**src/rtl/usb_tx_pkg.sv**
```systemverilog
// usb_tx_pkg
// Shared types and constants for the USB transmit packet buffer.
//   tx_packet_t   : packet command codes sent to the transmitter
//   txbuf_state_t : handshake FSM states of tx_packet_buffer
//   TX_BUF_DEPTH  : byte capacity of the transmit FIFO
//   START_TIMEOUT : cycles to wait for the transmitter to start before giving up
package usb_tx_pkg;

  localparam int TX_BUF_DEPTH  = 64;
  localparam int START_TIMEOUT = 16;

  typedef enum logic [1:0] {
    NONE = 2'd0,
    DATA = 2'd1,
    ACK  = 2'd2,
    NAK  = 2'd3
  } tx_packet_t;

  typedef enum logic [2:0] {
    ST_IDLE,
    ST_ISSUE,
    ST_WAIT_START,
    ST_BUSY,
    ST_DONE
  } txbuf_state_t;

endpackage

```
**src/rtl/tx_fifo_mem.sv**
```systemverilog
// tx_fifo_mem
// Byte storage for the transmit FIFO: DEPTH x 8 array, synchronous write,
// combinational read so the FIFO head is visible in the same cycle
// (first-word fall-through). Storage is not reset; validity is tracked by
// the pointer/count logic in the parent.
// Ports:
//   clk     : system clock, rising edge
//   wr_en   : write wr_data at wr_addr on the next rising edge
//   wr_addr : write address
//   wr_data : write byte
//   rd_addr : read address
//   rd_data : byte stored at rd_addr (combinational)
module tx_fifo_mem
  import usb_tx_pkg::*;
#(
  parameter int DEPTH  = TX_BUF_DEPTH,
  parameter int ADDR_W = 6
) (
  input  logic              clk,
  input  logic              wr_en,
  input  logic [ADDR_W-1:0] wr_addr,
  input  logic [7:0]        wr_data,
  input  logic [ADDR_W-1:0] rd_addr,
  output logic [7:0]        rd_data
);

  logic [7:0] mem [DEPTH];

  always_ff @(posedge clk) begin
    if (wr_en) begin
      mem[wr_addr] <= wr_data;
    end
  end

  assign rd_data = mem[rd_addr];

endmodule

```
**src/rtl/tx_packet_buffer.sv**
```systemverilog
// tx_packet_buffer
// Transmit-side byte FIFO sitting between the AHB slave and the USB
// transmitter. Software fills the FIFO, then requests a packet; the buffer
// issues a one-cycle packet command with a size snapshot, serves bytes on the
// transmitter's get strobe and reports one busy/done handshake per packet.
// Optional feature (macro TX_BUF_UNDERRUN_EN): adds sticky underrun_err, set on
// a pop of an empty FIFO or when a DATA packet finishes with fewer pops than
// its snapshot size; cleared by flush.
// Ports:
//   clk, n_rst          : clock (rising edge) and asynchronous active-low reset
//   store_tx_data       : push tx_data_in this cycle
//   tx_data_in          : byte to push
//   flush               : empty the FIFO (only honoured in IDLE)
//   tx_req, tx_req_type : one-cycle start request with packet type (0 ignored)
//   tx_status           : high while the transmitter is sending
//   get_tx_packet_data  : transmitter pops the head byte
//   tx_packet           : packet command, nonzero for exactly one cycle
//   tx_packet_data      : FIFO head byte, 0 when empty
//   tx_packet_data_size : byte count snapshot of the current packet
//   buffer_occupancy    : current FIFO fill level 0..DEPTH
//   tx_busy             : high from accepted request until done
//   tx_done             : one-cycle completion pulse
//   overflow_err        : sticky, push into a full FIFO; cleared by flush
module tx_packet_buffer
  import usb_tx_pkg::*;
#(
  parameter int DEPTH  = TX_BUF_DEPTH,
  parameter int ADDR_W = 6
) (
  input  logic          clk,
  input  logic          n_rst,
  input  logic          store_tx_data,
  input  logic [7:0]    tx_data_in,
  input  logic          flush,
  input  logic          tx_req,
  input  logic [1:0]    tx_req_type,
  input  logic          tx_status,
  input  logic          get_tx_packet_data,
  output logic [1:0]    tx_packet,
  output logic [7:0]    tx_packet_data,
  output logic [ADDR_W:0] tx_packet_data_size,
  output logic [ADDR_W:0] buffer_occupancy,
  output logic          tx_busy,
  output logic          tx_done,
  output logic          overflow_err
`ifdef TX_BUF_UNDERRUN_EN
  ,
  output logic          underrun_err
`endif
);

  localparam int CNT_W = ADDR_W + 1;
  localparam int TMR_W = $clog2(START_TIMEOUT);
  localparam logic [CNT_W-1:0] FULL = CNT_W'(DEPTH);

  txbuf_state_t      state_reg, state_next;
  tx_packet_t        type_reg, type_next;
  logic [CNT_W-1:0]  size_reg, size_next;
  logic [TMR_W-1:0]  timer_reg, timer_next;

  logic [ADDR_W-1:0] wr_ptr_reg, rd_ptr_reg;
  logic [CNT_W-1:0]  count_reg;
  logic              overflow_reg;

  logic              is_idle;
  logic              flush_ok;
  logic              pop_ok;
  logic              push_ok;
  logic              wr_en;
  logic [7:0]        head_byte;

  assign is_idle  = (state_reg == ST_IDLE);
  assign flush_ok = flush && is_idle;
  assign pop_ok   = get_tx_packet_data && (count_reg != '0);
  // A full FIFO still accepts a push when a pop frees the head slot in the
  // same cycle; the write lands on the slot being vacated.
  assign push_ok  = store_tx_data && ((count_reg != FULL) || pop_ok);
  assign wr_en    = push_ok && !flush_ok;

  tx_fifo_mem #(
    .DEPTH  (DEPTH),
    .ADDR_W (ADDR_W)
  ) u_mem (
    .clk     (clk),
    .wr_en   (wr_en),
    .wr_addr (wr_ptr_reg),
    .wr_data (tx_data_in),
    .rd_addr (rd_ptr_reg),
    .rd_data (head_byte)
  );

  // FIFO pointers, fill level and overflow flag
  always_ff @(posedge clk or negedge n_rst) begin
    if (!n_rst) begin
      wr_ptr_reg   <= '0;
      rd_ptr_reg   <= '0;
      count_reg    <= '0;
      overflow_reg <= 1'b0;
    end else if (flush_ok) begin
      wr_ptr_reg   <= '0;
      rd_ptr_reg   <= '0;
      count_reg    <= '0;
      overflow_reg <= 1'b0;
    end else begin
      if (push_ok) begin
        wr_ptr_reg <= wr_ptr_reg + ADDR_W'(1);
      end
      if (pop_ok) begin
        rd_ptr_reg <= rd_ptr_reg + ADDR_W'(1);
      end
      count_reg <= count_reg + {{(CNT_W-1){1'b0}}, push_ok}
                             - {{(CNT_W-1){1'b0}}, pop_ok};
      if (store_tx_data && !push_ok) begin
        overflow_reg <= 1'b1;
      end
    end
  end

  // Handshake FSM: state register
  always_ff @(posedge clk or negedge n_rst) begin
    if (!n_rst) begin
      state_reg <= ST_IDLE;
      type_reg  <= NONE;
      size_reg  <= '0;
      timer_reg <= '0;
    end else begin
      state_reg <= state_next;
      type_reg  <= type_next;
      size_reg  <= size_next;
      timer_reg <= timer_next;
    end
  end

  // Handshake FSM: next state
  always_comb begin
    state_next = state_reg;
    type_next  = type_reg;
    size_next  = size_reg;
    timer_next = timer_reg;
    unique case (state_reg)
      ST_IDLE: begin
        if (tx_req && (tx_req_type != 2'd0)) begin
          type_next  = tx_packet_t'(tx_req_type);
          // Only bytes already in the FIFO belong to this packet.
          size_next  = (tx_packet_t'(tx_req_type) == DATA) ? count_reg : '0;
          state_next = ST_ISSUE;
        end
      end
      ST_ISSUE: begin
        timer_next = '0;
        state_next = ST_WAIT_START;
      end
      ST_WAIT_START: begin
        if (tx_status) begin
          state_next = ST_BUSY;
        end else if (timer_reg == TMR_W'(START_TIMEOUT - 1)) begin
          // Transmitter never started: close the handshake anyway.
          state_next = ST_DONE;
        end else begin
          timer_next = timer_reg + TMR_W'(1);
        end
      end
      ST_BUSY: begin
        if (!tx_status) begin
          state_next = ST_DONE;
        end
      end
      ST_DONE: begin
        state_next = ST_IDLE;
      end
      default: begin
        state_next = ST_IDLE;
      end
    endcase
  end

  assign tx_packet           = (state_reg == ST_ISSUE) ? type_reg : NONE;
  assign tx_packet_data      = (count_reg != '0) ? head_byte : 8'h00;
  assign tx_packet_data_size = size_reg;
  assign buffer_occupancy    = count_reg;
  assign tx_busy             = !is_idle;
  assign tx_done             = (state_reg == ST_DONE);
  assign overflow_err        = overflow_reg;

`ifdef TX_BUF_UNDERRUN_EN
  logic [CNT_W-1:0] pop_cnt_reg;
  logic             underrun_reg;

  // pop_cnt_reg counts pops served while a packet is in flight; it is held at
  // zero in IDLE so each packet starts fresh. Saturating at FULL is enough
  // because it is only compared against a snapshot of at most DEPTH.
  always_ff @(posedge clk or negedge n_rst) begin
    if (!n_rst) begin
      pop_cnt_reg  <= '0;
      underrun_reg <= 1'b0;
    end else begin
      if (is_idle) begin
        pop_cnt_reg <= '0;
      end else if (pop_ok && (pop_cnt_reg != FULL)) begin
        pop_cnt_reg <= pop_cnt_reg + CNT_W'(1);
      end
      if (flush_ok) begin
        underrun_reg <= 1'b0;
      end else if ((get_tx_packet_data && (count_reg == '0)) ||
                   ((state_reg == ST_DONE) && (type_reg == DATA) &&
                    (pop_cnt_reg < size_reg))) begin
        underrun_reg <= 1'b1;
      end
    end
  end

  assign underrun_err = underrun_reg;
`endif

endmodule

```
**config.mk**
```make
export PLATFORM = sky130hd
export DESIGN_NAME = tx_packet_buffer
export DESIGN_NICKNAME = d
export VERILOG_FILES = /design/src/rtl/usb_tx_pkg.sv /design/src/rtl/tx_fifo_mem.sv /design/src/rtl/tx_packet_buffer.sv
export SDC_FILE = /design/constraint.sdc
export NUM_CORES = 1
export LEC_CHECK = 0
export CORE_MARGIN = 10
export CORE_UTILIZATION = 30
export DETAILED_ROUTE_END_ITERATION = 6
export PLACE_DENSITY = 0.47
export SYNTH_ARGS = -nofsm -noshare
export SYNTH_HDL_FRONTEND = slang
export SYNTH_HIERARCHICAL = 1
export SYNTH_SLANG_ARGS = --single-unit
```
**constraint.sdc**
```tcl
create_clock -name clk -period 5.8 [get_ports clk]
set_clock_uncertainty 0.15 [all_clocks]
set_input_delay 1.16 -clock clk [delete_from_list [all_inputs] [get_ports clk]]
set_output_delay 1.16 -clock clk [all_outputs]
set_load 0.02 [all_outputs]
```
### After elaboration in Yosys (flattened, before gate mapping)

Memories as Yosys holds them, arrays and structs flattened.
Cells that the tools add are included.

| operators by class | value |
|---|---|
| bitwise operators | 0 |
| muxes and demuxes | 20 |
| multipliers | 0 |
| divide/modulo/power cells | 0 |
| order comparisons | 0 |
| add/subtract/negate cells | 5 |
| shift-type cells | 0 |
| equal/unequal tests | 12 |
| reductions and logical operators | 20 |

Operator list:

| operator | count |
|---|---|
| two-way mux 6 bit | 4 |
| two-way mux 7 bit | 2 |
| adder 6 x 1 -> 6 bit, second input constant | 2 |
| two-way mux 3 bit | 4 |
| one-hot mux 3 bit (4 select lines) | 1 |
| nonzero test 2 bit | 5 |
| two-way mux 4 bit | 2 |
| two-way mux 8 bit | 1 |
| one-hot mux 4 bit (2 select lines) | 1 |
| adder 7 x 1 -> 7 bit | 1 |
| != test 7 bit, second input constant | 1 |
| nonzero test 7 bit | 1 |
| subtractor 7 x 1 -> 7 bit | 1 |
| equality test 3 x 2 -> 1 bit, second input constant | 2 |
| logical AND 1 bit | 6 |
| != test 2 bit, second input constant | 3 |
| AND reduction 3 bit | 2 |
| adder 4 x 1 -> 4 bit, second input constant | 1 |
| equality test 4 bit, second input constant | 1 |
| two-way mux 1 bit | 4 |
| equality test 3 x 1 -> 1 bit, second input constant | 1 |
| equality test 3 bit, second input constant | 1 |
| zero test 1 bit | 3 |
| zero test 3 bit | 1 |
| other kinds (6) | 6 |

| word-level totals | value |
|---|---|
| bits in writable memories | 512 |
| ROM bits | 0 |
| memories kept | 1 |
| logic and storage cells | 66 |
| output and inout port bits | 27 |
| latch bits | 0 |
| bits in registers | 36 |

Memory list:

| name | depth | width | rd ports | clocked after Yosys merged registers in | wr ports | RTL line | source |
|---|---|---|---|---|---|---|---|
| u_mem.mem | 64 | 8 | 1 | 0 | 1 | tx_fifo_mem.sv:27 | `logic [7:0] mem [DEPTH];` |

### Longest topological paths before layout

Gate-level depths: netlist of the first run.

| depth | value |
|---|---|
| depth after elaboration | 8 |
| mapped depth | 12 |

### Cells and area by module

The synthesis of the first run kept the hierarchy.

By module, submodules not included:

| module | times used | cells an instance | area each (um^2) | sequential area each (um^2) |
|---|---|---|---|---|
| tx_fifo_mem | 1 | 932 | 20006.7 | 15374.7 |
| tx_packet_buffer | 1 | 208 | 2021.9 | 900.9 |

### Worst setup path after synthesis of the first run

Ideal clock, no wire load.

| path | value |
|---|---|
| kind | flip-flop to output port |
| start | register rd_ptr_reg[0] |
| end | output port tx_packet_data[6] |
| cell stages (with the launch flop) | 11 |
| data arrival time | 2.172 ns |
| path slack | 2.318 ns |
| data required time | 4.490 ns |
| buffers on the path | 5 |
| path through | dfrtp_1 > buf_6 > buf_12 > buf_12 > buf_4 > buf_4 > a211oi_1 > nor4_1 > nor3_1 > o32ai_1 > nor2b_1 |

| on the way | value |
|---|---|
| word-level cells in the longest chain between the ends | 2 |

RTL lines:

| item | RTL line | source |
|---|---|---|
| start, declared | tx_packet_buffer.sv:61 | `logic [ADDR_W-1:0] wr_ptr_reg, rd_ptr_reg;` |
| start signal, assigned | tx_packet_buffer.sv:109 | `rd_ptr_reg <= rd_ptr_reg + ADDR_W'(1);` |
| memory (64 x 8 bit) | n/a |  |
| named net head_byte[6] | tx_packet_buffer.sv:70 | `logic [7:0] head_byte;` |
| two-way mux 8 bit | tx_packet_buffer.sv:178 | `assign tx_packet_data = (count_reg != '0) ? head_byte : 8'h00;` |
| end, declared | tx_packet_buffer.sv:40 | `output logic [7:0] tx_packet_data,` |

The timed path passes the listed nets, and every way through them passes these cells.

### Worst setup path in the final report of the first run

| path | value |
|---|---|
| start | register rd_ptr_reg[0] |
| end | output port tx_packet_data[7] |

The elaborated chain is that of the path after synthesis.

==> flow_results.org, run 1 <==
** Clock tree
- The H-tree was split into 2 levels.
- For this design, the sink count on the clock tree is 548.
- The root buffer cell chosen for the clock tree is clkbuf_16.
- Post-cts gate resize count :: 0
- Count of hold-fix buffers inserted at cts :: 0
- After clock tree synthesis, the clock-pin slew on the worst setup and hold paths is 0.06 ns.
- No sink is reached through more buffers than the 3 on the longest clock path.
- Clock latency reported for the late side of the worst-skew pair :: 0.61 ns
- TritonCTS built the clock tree.
- The number of clock buffers added by TritonCTS is 58.
- The number of setup buffers added after CTS is 0.

** Yosys
- In this run the cell area of the synthesized design comes to 22030 sq um.
- A synthesized cell averages 19.32 sq um.
- In the synthesized netlist the dominant register cell turns out to be edfxtp_1.
- After technology mapping, the gate count stands at 1140.
- Number of warnings reported in the yosys synthesis log :: 6
- Sequential cells were found to cover 73.88% of the synthesized design area.
- The synthesized netlist contains 63 unique library cells.
- Number of enable-type register cells in the synthesized netlist :: 512
- Syn nets :: 1169
- Async S/R FF share, synth :: 6.569%
- Synthesis-stage register bit count :: 548

** STA
- Final critical-path share of the clock period :: 94.71%
- For this run, the top clock speed supported by timing is 182.0 MHz.
- Shortest period the worst path allows :: 5.493 ns
- Setup repair after global routing left no endpoint under its margin.
- At the pin with the least slew margin, the transition time is 1.124 ns.
- Setup total negative slack on the finished layout was measured at 0 ns.
- The final count of pins violating max slew was 0.
- Setup violators final :: 0
- Final setup slack of the worst path :: 0.3070 ns
- Total count of hold-check failures in the final report :: 0
- Slew HR :: 24.67%

** Worst setup path
- CP Max Fanout :: 23
- The cell family contributing the most delay on the critical path is multiplexers.
- Most frequent CP cell :: mux4_2
- Combined buffer and inverter count along the critical path :: 2
- Worst-case reg-to-reg path depth :: 8
- The worst register-to-register path ends at u_mem/mem[26][2].
- The critical path runs through a total of 7 cells.
- Worst path slowest cell :: dfrtp_4
- Startpoint kind of the worst setup timing path :: flip-flop
- The critical path is of the flip-flop to output pin type.
- Register-to-Register Setup Slack :: 2.02 ns
- Element type at the critical path end :: output pin
- Arrival time worst endpoint :: 4.18 ns
- The startpoint identified for the worst register-to-register timing path is buffer_occupancy[3].
- Sequence of cells on the critical path :: buf_4, mux4_2, mux4_2, o21ai_0, nand2_1, nor2b_1, clkdlybuf4s50_1
- For this run, the slowest stage of the critical path takes 0.82 ns.
- At the worst endpoint, the required time is 4.49 ns.

** Global routing
- The number of antenna violations at the first check in global routing came to 0.
- Via count of the first global-routing pass :: 11783
- Global-route wire length before repair :: 84070 um
- Largest net degree at the start of global routing :: 65
- Summed over all layers, the global routing overflow is 0.
- Tot GR Track Use :: 13.33%

** Route
- Iter 0 DRT Violations :: 984
- In the final routed layout, each cell accounts on average for 25.08 um.
- In the routed layout, each cell is associated on average with a via count of 4.969.
- ANT nets after route :: 0
- The routed design has 57090 um of wire.
- DRC Markers :: 0
- Number of iterations in the first detailed-routing pass :: 5
- Across all layers, the routed design uses 11310 vias.

** Finish
- Largest register FFs :: 512
- Top reg by flops :: u_mem/mem
- Number of antenna diodes :: 0
- Layout cell share with drive strength beyond 1 :: 24.91%
- At the end of the flow, the number of nets in the layout was 1300.
- Count of placed standard cells in the final layout, fillers left out :: 2276
- Area growth from synthesis to final layout :: 17.15%
- Fill cells :: 6868

** Placed design
- Counting tap cells, the placed design contains a total of 2170 instances.
- Buffers placed on the I/O ports in this run total 43.
- At the end of routability-driven placement, the weighted congestion stood at 0.7827.
- Post-placement setup slack :: 0.8354 ns
- Detailed placement ended at an HPWL of 35090 um.

** Outcome
- The run finished with clean final reports.

** Min path
- For hold timing, the worst endpoint is tx_packet_data_size[4].
- Hold Path Depth :: 2
- In this run the most critical hold path is launched from tx_packet_data_size[4].
- Min-delay worst type :: flip-flop to flip-flop

** Pwr
- The design draws 11.66 mW.
- Static leakage :: 8.256 nW
- The worst-case IR drop observed on VDD is 0.2699 mV.
- Dividing total power by cell area gives a power density of 451.7 nW/um^2.

** Floorplanning
- The floorplan step set the die height to 291.0 um.
- The core region is 72830 sq um.
- Area of the die :: 84670 sq um
- Initial standard-cell utilization of the core :: 30.24%
- Width of the die :: 291.0 um
- # rows :: 99
- In this run the count of I/O pins placed on the die edge is 44.

** Job
- Max-capacitance violation count :: 0
[where the power goes]
group | internal [mW] | switching [mW] | total, mW
combinational | 1.53 | 1.67 | 3.20
clock | 2.11 | 1.51 | 3.63
sequential | 4.49 | 0.342 | 4.83
total | 8.13 | 3.52 | 11.7
[worst reg2reg max path, stage by stage, from the launching register on]
cell,delay (ns)
dfrtp_1,0.44
inv_1,0.09
ha_1,0.20
nand4bb_1,0.37
o21ai_2,0.19
nor2_1,0.39
nor2b_1,0.30
nand2_1,0.44
nor2_1,0.84
[stage by stage]
stage / utilization (%) / area (sq um) / hold slack, ns
2_1_floorplan: - / 22030 / 0.2866
3_3_place_gp: 32.91 / 23970 / 0.3045
3_5_place_dp: 32.91 / 23970 / 0.3098
4_1_cts: 35.43 / 25810 / 0.3273
5_1_grt: 35.43 / 25810 / 0.3436
6_report: 35.43 / 25810 / 0.3250
[synth_stat cells, drive strengths merged (2+ instances only)]
| cell | n | area [sq um] |
|---|---|---|
| a221oi | 6 | 52.55 |
| nand2 | 42 | 157.7 |
| o221ai | 8 | 70.07 |
| or2 | 2 | 12.52 |
| nor3 | 10 | 50.05 |
| nand3 | 22 | 110.1 |
| o211ai | 6 | 45.04 |
| and2 | 3 | 18.77 |
| nor4 | 2 | 12.51 |
| o32ai | 2 | 17.52 |
| o21ai | 12 | 63.81 |
| o22ai | 8 | 50.05 |
| buf | 40 | 307.8 |
| or3 | 3 | 18.77 |
| mux2i | 28 | 280.3 |
| a211oi | 5 | 37.54 |
| nor2b | 27 | 168.9 |
| inv | 8 | 30.03 |
| nand4 | 2 | 12.51 |
| and3 | 6 | 37.54 |
| o2111ai | 3 | 26.28 |
| dfrtp | 36 | 900.9 |
| nand3b | 3 | 22.52 |
| xor2 | 10 | 87.58 |
| o21a | 3 | 22.52 |
| o2bb2ai | 3 | 26.28 |
| a2111oi | 3 | 32.53 |
| o41ai | 2 | 17.52 |
| nand2b | 10 | 62.56 |
| edfxtp | 512 | 15370 |
| mux4 | 126 | 2838 |
| a31oi | 3 | 18.77 |
| xnor2 | 3 | 26.28 |
| a21oi | 11 | 55.05 |
| clkbuf | 18 | 67.56 |
| nor2 | 108 | 415.4 |
| mux2 | 15 | 168.9 |
| o221a | 2 | 22.52 |
| a22oi | 3 | 22.52 |
| ha | 11 | 137.6 |
[per-layer routing]
metal / wire length (um) / share of wire [%] / vias to the layer above / track usage [%]
li1: - / - / 4886 / -
met1: 25880 / 45 / 6039 / 18.38
met2: 27030 / 47 / 301 / 21.27
met3: 3022 / 5.3 / 84 / 2.726
met4: 1150 / 2.0 / 0 / 3.194
met5: 0 / 0 / - / 0
[placed cells by master (no fill, tap or decap), drive strengths merged, types with 5 or more instances in the layout]
cell type / instances
edfxtp: 512
mux4: 126
nor2: 108
buf: 95
clkbuf: 68
nand2: 42
dfrtp: 36
clkdlybuf4s50: 34
clkinv: 29
mux2i: 28
nor2b: 27
nand3: 22
mux2: 15
o21ai: 12
a21oi: 11
ha: 11
nand2b: 10
xor2: 10
inv: 10
nor3: 10
o221ai: 8
o22ai: 8
and3: 6
o211ai: 6
bufinv: 6
a221oi: 6
a211oi: 5
[area by class of cell]
type	count	area (sq um)	area share [%]
Clock inverter	38	326.6	1.265
Multi-Input combinational cell	526	5358	20.76
Tap cell	959	1200	4.650
Inverter	8	30.03	0.1164
Clock buffer	68	1510	5.852
Timing Repair Buffer	129	1094	4.238
Sequential cell	548	16290	63.12
[how the worst max path moves through the flow]
stage                   from                end  slack (ns)
4_1_cts        rd_ptr_reg[0]  tx_packet_data[7]        0.15
3_3_place_gp   rd_ptr_reg[0]  tx_packet_data[7]        0.83
6_report       rd_ptr_reg[0]  tx_packet_data[7]        0.31
2_1_floorplan  rd_ptr_reg[0]  tx_packet_data[6]        2.32
3_5_place_dp   rd_ptr_reg[0]  tx_packet_data[7]        0.84
5_1_grt        rd_ptr_reg[0]  tx_packet_data[7]        0.15
[logic make-up (layout without fill, tap and decap cells)]
family                     count (synthesis)  in the layout  share of synthesized area (%)
adders and majority gates                 12             12                         0.7157
DFF                                      548            548                          73.88
xor gates and xnor gates                  13             13                         0.5169
buffers and inverters                     66            243                          1.840
and+or+nand+nor                          247            247                          5.305
muxes                                    169            169                          14.92
AOI/OAI and AO/OA                         85             85                          2.817
Note: power is estimated with default switching activity, not from simulation.
==> inputs of run 2 (changes only) <==
Settings changed: MAX_ROUTING_LAYER set to met4.
==> run 2 against run 1 <==
Die area unchanged. Clock power barely moved. Register-to-register slack got worse by 0.05 ns. Worst setup slack got worse by 0.0045 ns. Critical path depth unchanged. Largest cell class unchanged.
==> flow_results.org, run 2 (same netlist as run 1, synthesis figures left out) <==
** Finish
- Layout cell share with drive strength beyond 1 :: 24.91% (unchanged)
- Top reg by flops :: u_mem/mem
- In the layout the commonest cells are edfxtp_1 (512), mux4_2 (126), nor2_1 (106).
- The area added between synthesis and finish is 17.15% (unchanged).
- Number of antenna diodes :: 0 (unchanged)
- The number of nets in the layout is 1300 (unchanged).
- The final cell area excluding filler cells was 25810 sq um (unchanged).
- The flip-flop count of the largest register after layout was 512 (unchanged).
- The number of standard cells in the layout, taps in and fillers out is 2276 (unchanged).
- Most common cell after layout, fill and taps aside :: edfxtp_1

** Route
- The via count normalized by instance count was 4.987 (+0.36%).
- The number of vias in the routed layout was 11351 (+0.36%).
- Routed wire length :: 57030 um (about the same)
- ANT nets after route :: 0 (unchanged)
- Iter 0 DRT Violations :: 1005 (+2.1%)
- Number of iterations in the first detailed-routing pass :: 5 (unchanged)
- DRC Markers :: 0 (unchanged)
- Routed WL per cell :: 25.06 um (about the same)

** Clock tree
- The clock latency at the later pin of the worst-skew pair is 0.61 ns (about the same).
- Bufs on Longest Clock Path :: 3 (unchanged)
- Root buffer cell :: clkbuf_16
- Cts bufs inserted :: 58 (unchanged)
- The clock transition at the registers of the reported paths came to 0.06 ns (about the same).
- Count of hold-fix buffers inserted at cts :: 0 (unchanged)
- Post-cts gate resize count :: 0 (unchanged)
- Post-CTS Repair Setup Buffers :: 0 (unchanged)
- TritonCTS clock tree :: built
- H-Tree Depth :: 2 (unchanged)
- Total number of clock tree sinks :: 548 (unchanged)

** STA
- Pins over their slew limit :: 0 (unchanged)
- Setup violators final :: 0 (unchanged)
- The time the worst path needs with I/O delays and setup came to 5.498 ns (+0.004504 ns).
- The share of the clock period used by the worst path after layout was 94.79% (about the same).
- The relative max-transition margin was 28.50% (+3.8 points).
- Max Fclk :: 181.9 MHz (about the same)
- Total count of hold-check failures in the final report :: 0 (unchanged)
- Tightest Pin Transition :: 1.067 ns (-0.05718 ns)
- Setup repair after global routing left no endpoint under its margin.
- Final total negative setup slack :: 0 ns (unchanged)

** Floorplanning
- The placement row count came to 99 (unchanged).
- I/O Pins :: 44 (unchanged)
- The die boundary width came to 291.0 um (unchanged).
- Area of the die :: 84670 sq um (unchanged)
- Initial standard-cell utilization of the core :: 30.24% (unchanged)
- Std-Cell Core Area :: 72830 sq um (unchanged)
- The height of the chip was 291.0 um (unchanged).

** Global routing
- The met2 track demand over resource came to 21.41% (+0.13 points).
- The number of global-route vias before repair was 11760 (-0.20%).
- GRT busiest layer :: met2
- Global-route wire length before repair :: 84030 um (about the same)
- The routing usage on met3 came to 2.475% (-0.25 points).
- The number of antenna violations at the first check in global routing was 0 (unchanged).
- Met1 usage :: 18.52% (+0.14 points)
- Sum of overflow across all layers after global routing :: 0 (unchanged)
- Largest net degree at the start of global routing :: 65 (unchanged)
- Tot GR Track Use :: 13.73% (+0.40 points)

** Min path
- Hold Path Depth :: 2 (unchanged)
- Min-delay worst type :: flip-flop to flip-flop

** Worst setup path
- The worst setup path is launched from a flip-flop.
- Critical Path Sink :: tx_packet_data[7]
- Critical path data required time :: 4.49 ns (about the same)
- Worst-case reg-to-reg path depth :: 8 (unchanged)
- Element type at the critical path end :: output pin
- The setup slack of the worst register-to-register path is 1.97 ns (-0.05 ns).
- The highest fanout seen on the critical path came to 23 (unchanged).
- Worst setup path category :: flip-flop to output pin
- The data arrival time of the worst path was 4.19 ns (about the same).
- Endpoint of the worst register-to-register path :: u_mem/mem[26][2]
- Launching element of the worst setup path :: rd_ptr_reg[0]
- Critical R2R Launch :: buffer_occupancy[3]

** Placed design
- Last weighted congestion value of the routability-driven placer :: 0.7935 (+1.4%)
- Placed inst area :: 23970 sq um (unchanged)
- The number of port buffers is 43 (unchanged).
- Sum of net half-perimeters after detailed placement :: 35090 um (unchanged)
- Placed Cells incl. Taps :: 2170 (unchanged)

** Pwr
- The peak ir drop on the vdd network was 0.2704 mV (+0.18%).
- Power per standard cell area :: 451.7 nW/um^2 (about the same)
- Static leakage :: 8.256 nW (unchanged)

** Outcome
- Result of the run :: complete, no violations

** Job
- Max-capacitance violation count :: 0 (unchanged)
-- run 2: cell counts in the layout (fill, tap and decap cells not counted) --
Identical to the previous run, type by type.
-- run 2: area by class of cell --
| class | count | area [sq um] |
|---|---|---|
| Tap cell | 959 | 1200 |
| Sequential cell | 548 | 16290 |
| Fill cell | 6868 | 47030 |
| Clock buffer | 68 | 1510 |
| Timing Repair Buffer | 129 | 1094 |
| Clock inverter | 38 | 326.6 |
| Multi-Input combinational cell | 526 | 5358 |
| Inverter | 8 | 30.03 |
-- run 2: how the worst min path moves through the flow --
stage | end | from
floorplan | type_reg[0] | type_reg[0]
global placement | type_reg[1] | type_reg[1]
detailed placement | type_reg[1] | type_reg[1]
CTS | tx_packet_data_size[0] | tx_packet_data_size[0]
global route | tx_packet_data_size[0] | tx_packet_data_size[0]
finish | type_reg[1] | type_reg[1]
-- run 2: stage by stage --
step           worst slack [ns]  hold slack [ns]  utilization (%)  power [mW]
2_1_floorplan             2.318           0.2866                -       6.984
3_3_place_gp             0.8293           0.3045            32.91       8.169
3_5_place_dp             0.8354           0.3098            32.91       8.183
4_1_cts                  0.1474           0.3273            35.43       11.85
5_1_grt                  0.1457           0.3436            35.43       12.22
6_report                 0.3025           0.3260            35.43       11.66
-- run 2: report_power, final --
| group | internal, mW | switching (mW) | total (mW) | leakage, nW |
|---|---|---|---|---|
| Combinational | 1.53 | 1.67 | 3.20 | 2.29 |
| Sequential | 4.49 | 0.344 | 4.84 | 5.07 |
| Clock | 2.11 | 1.51 | 3.62 | 0.901 |
-- run 2: critical path: stages, from the launching register on --
cell,delay [ns]
dfrtp_4,0.82
buf_4,0.38
mux4_2,0.56
mux4_2,0.45
o21ai_0,0.44
nand2_1,0.19
nor2b_1,0.18
clkdlybuf4s50_1,0.54
-- run 2: layer usage --
metal / part of all wire, % / vias up
li1: - / 4882
met1: 46 / 6081
met2: 47 / 312
met3: 4.9 / 76
met4: 1.9 / 0
met5: 0 / -
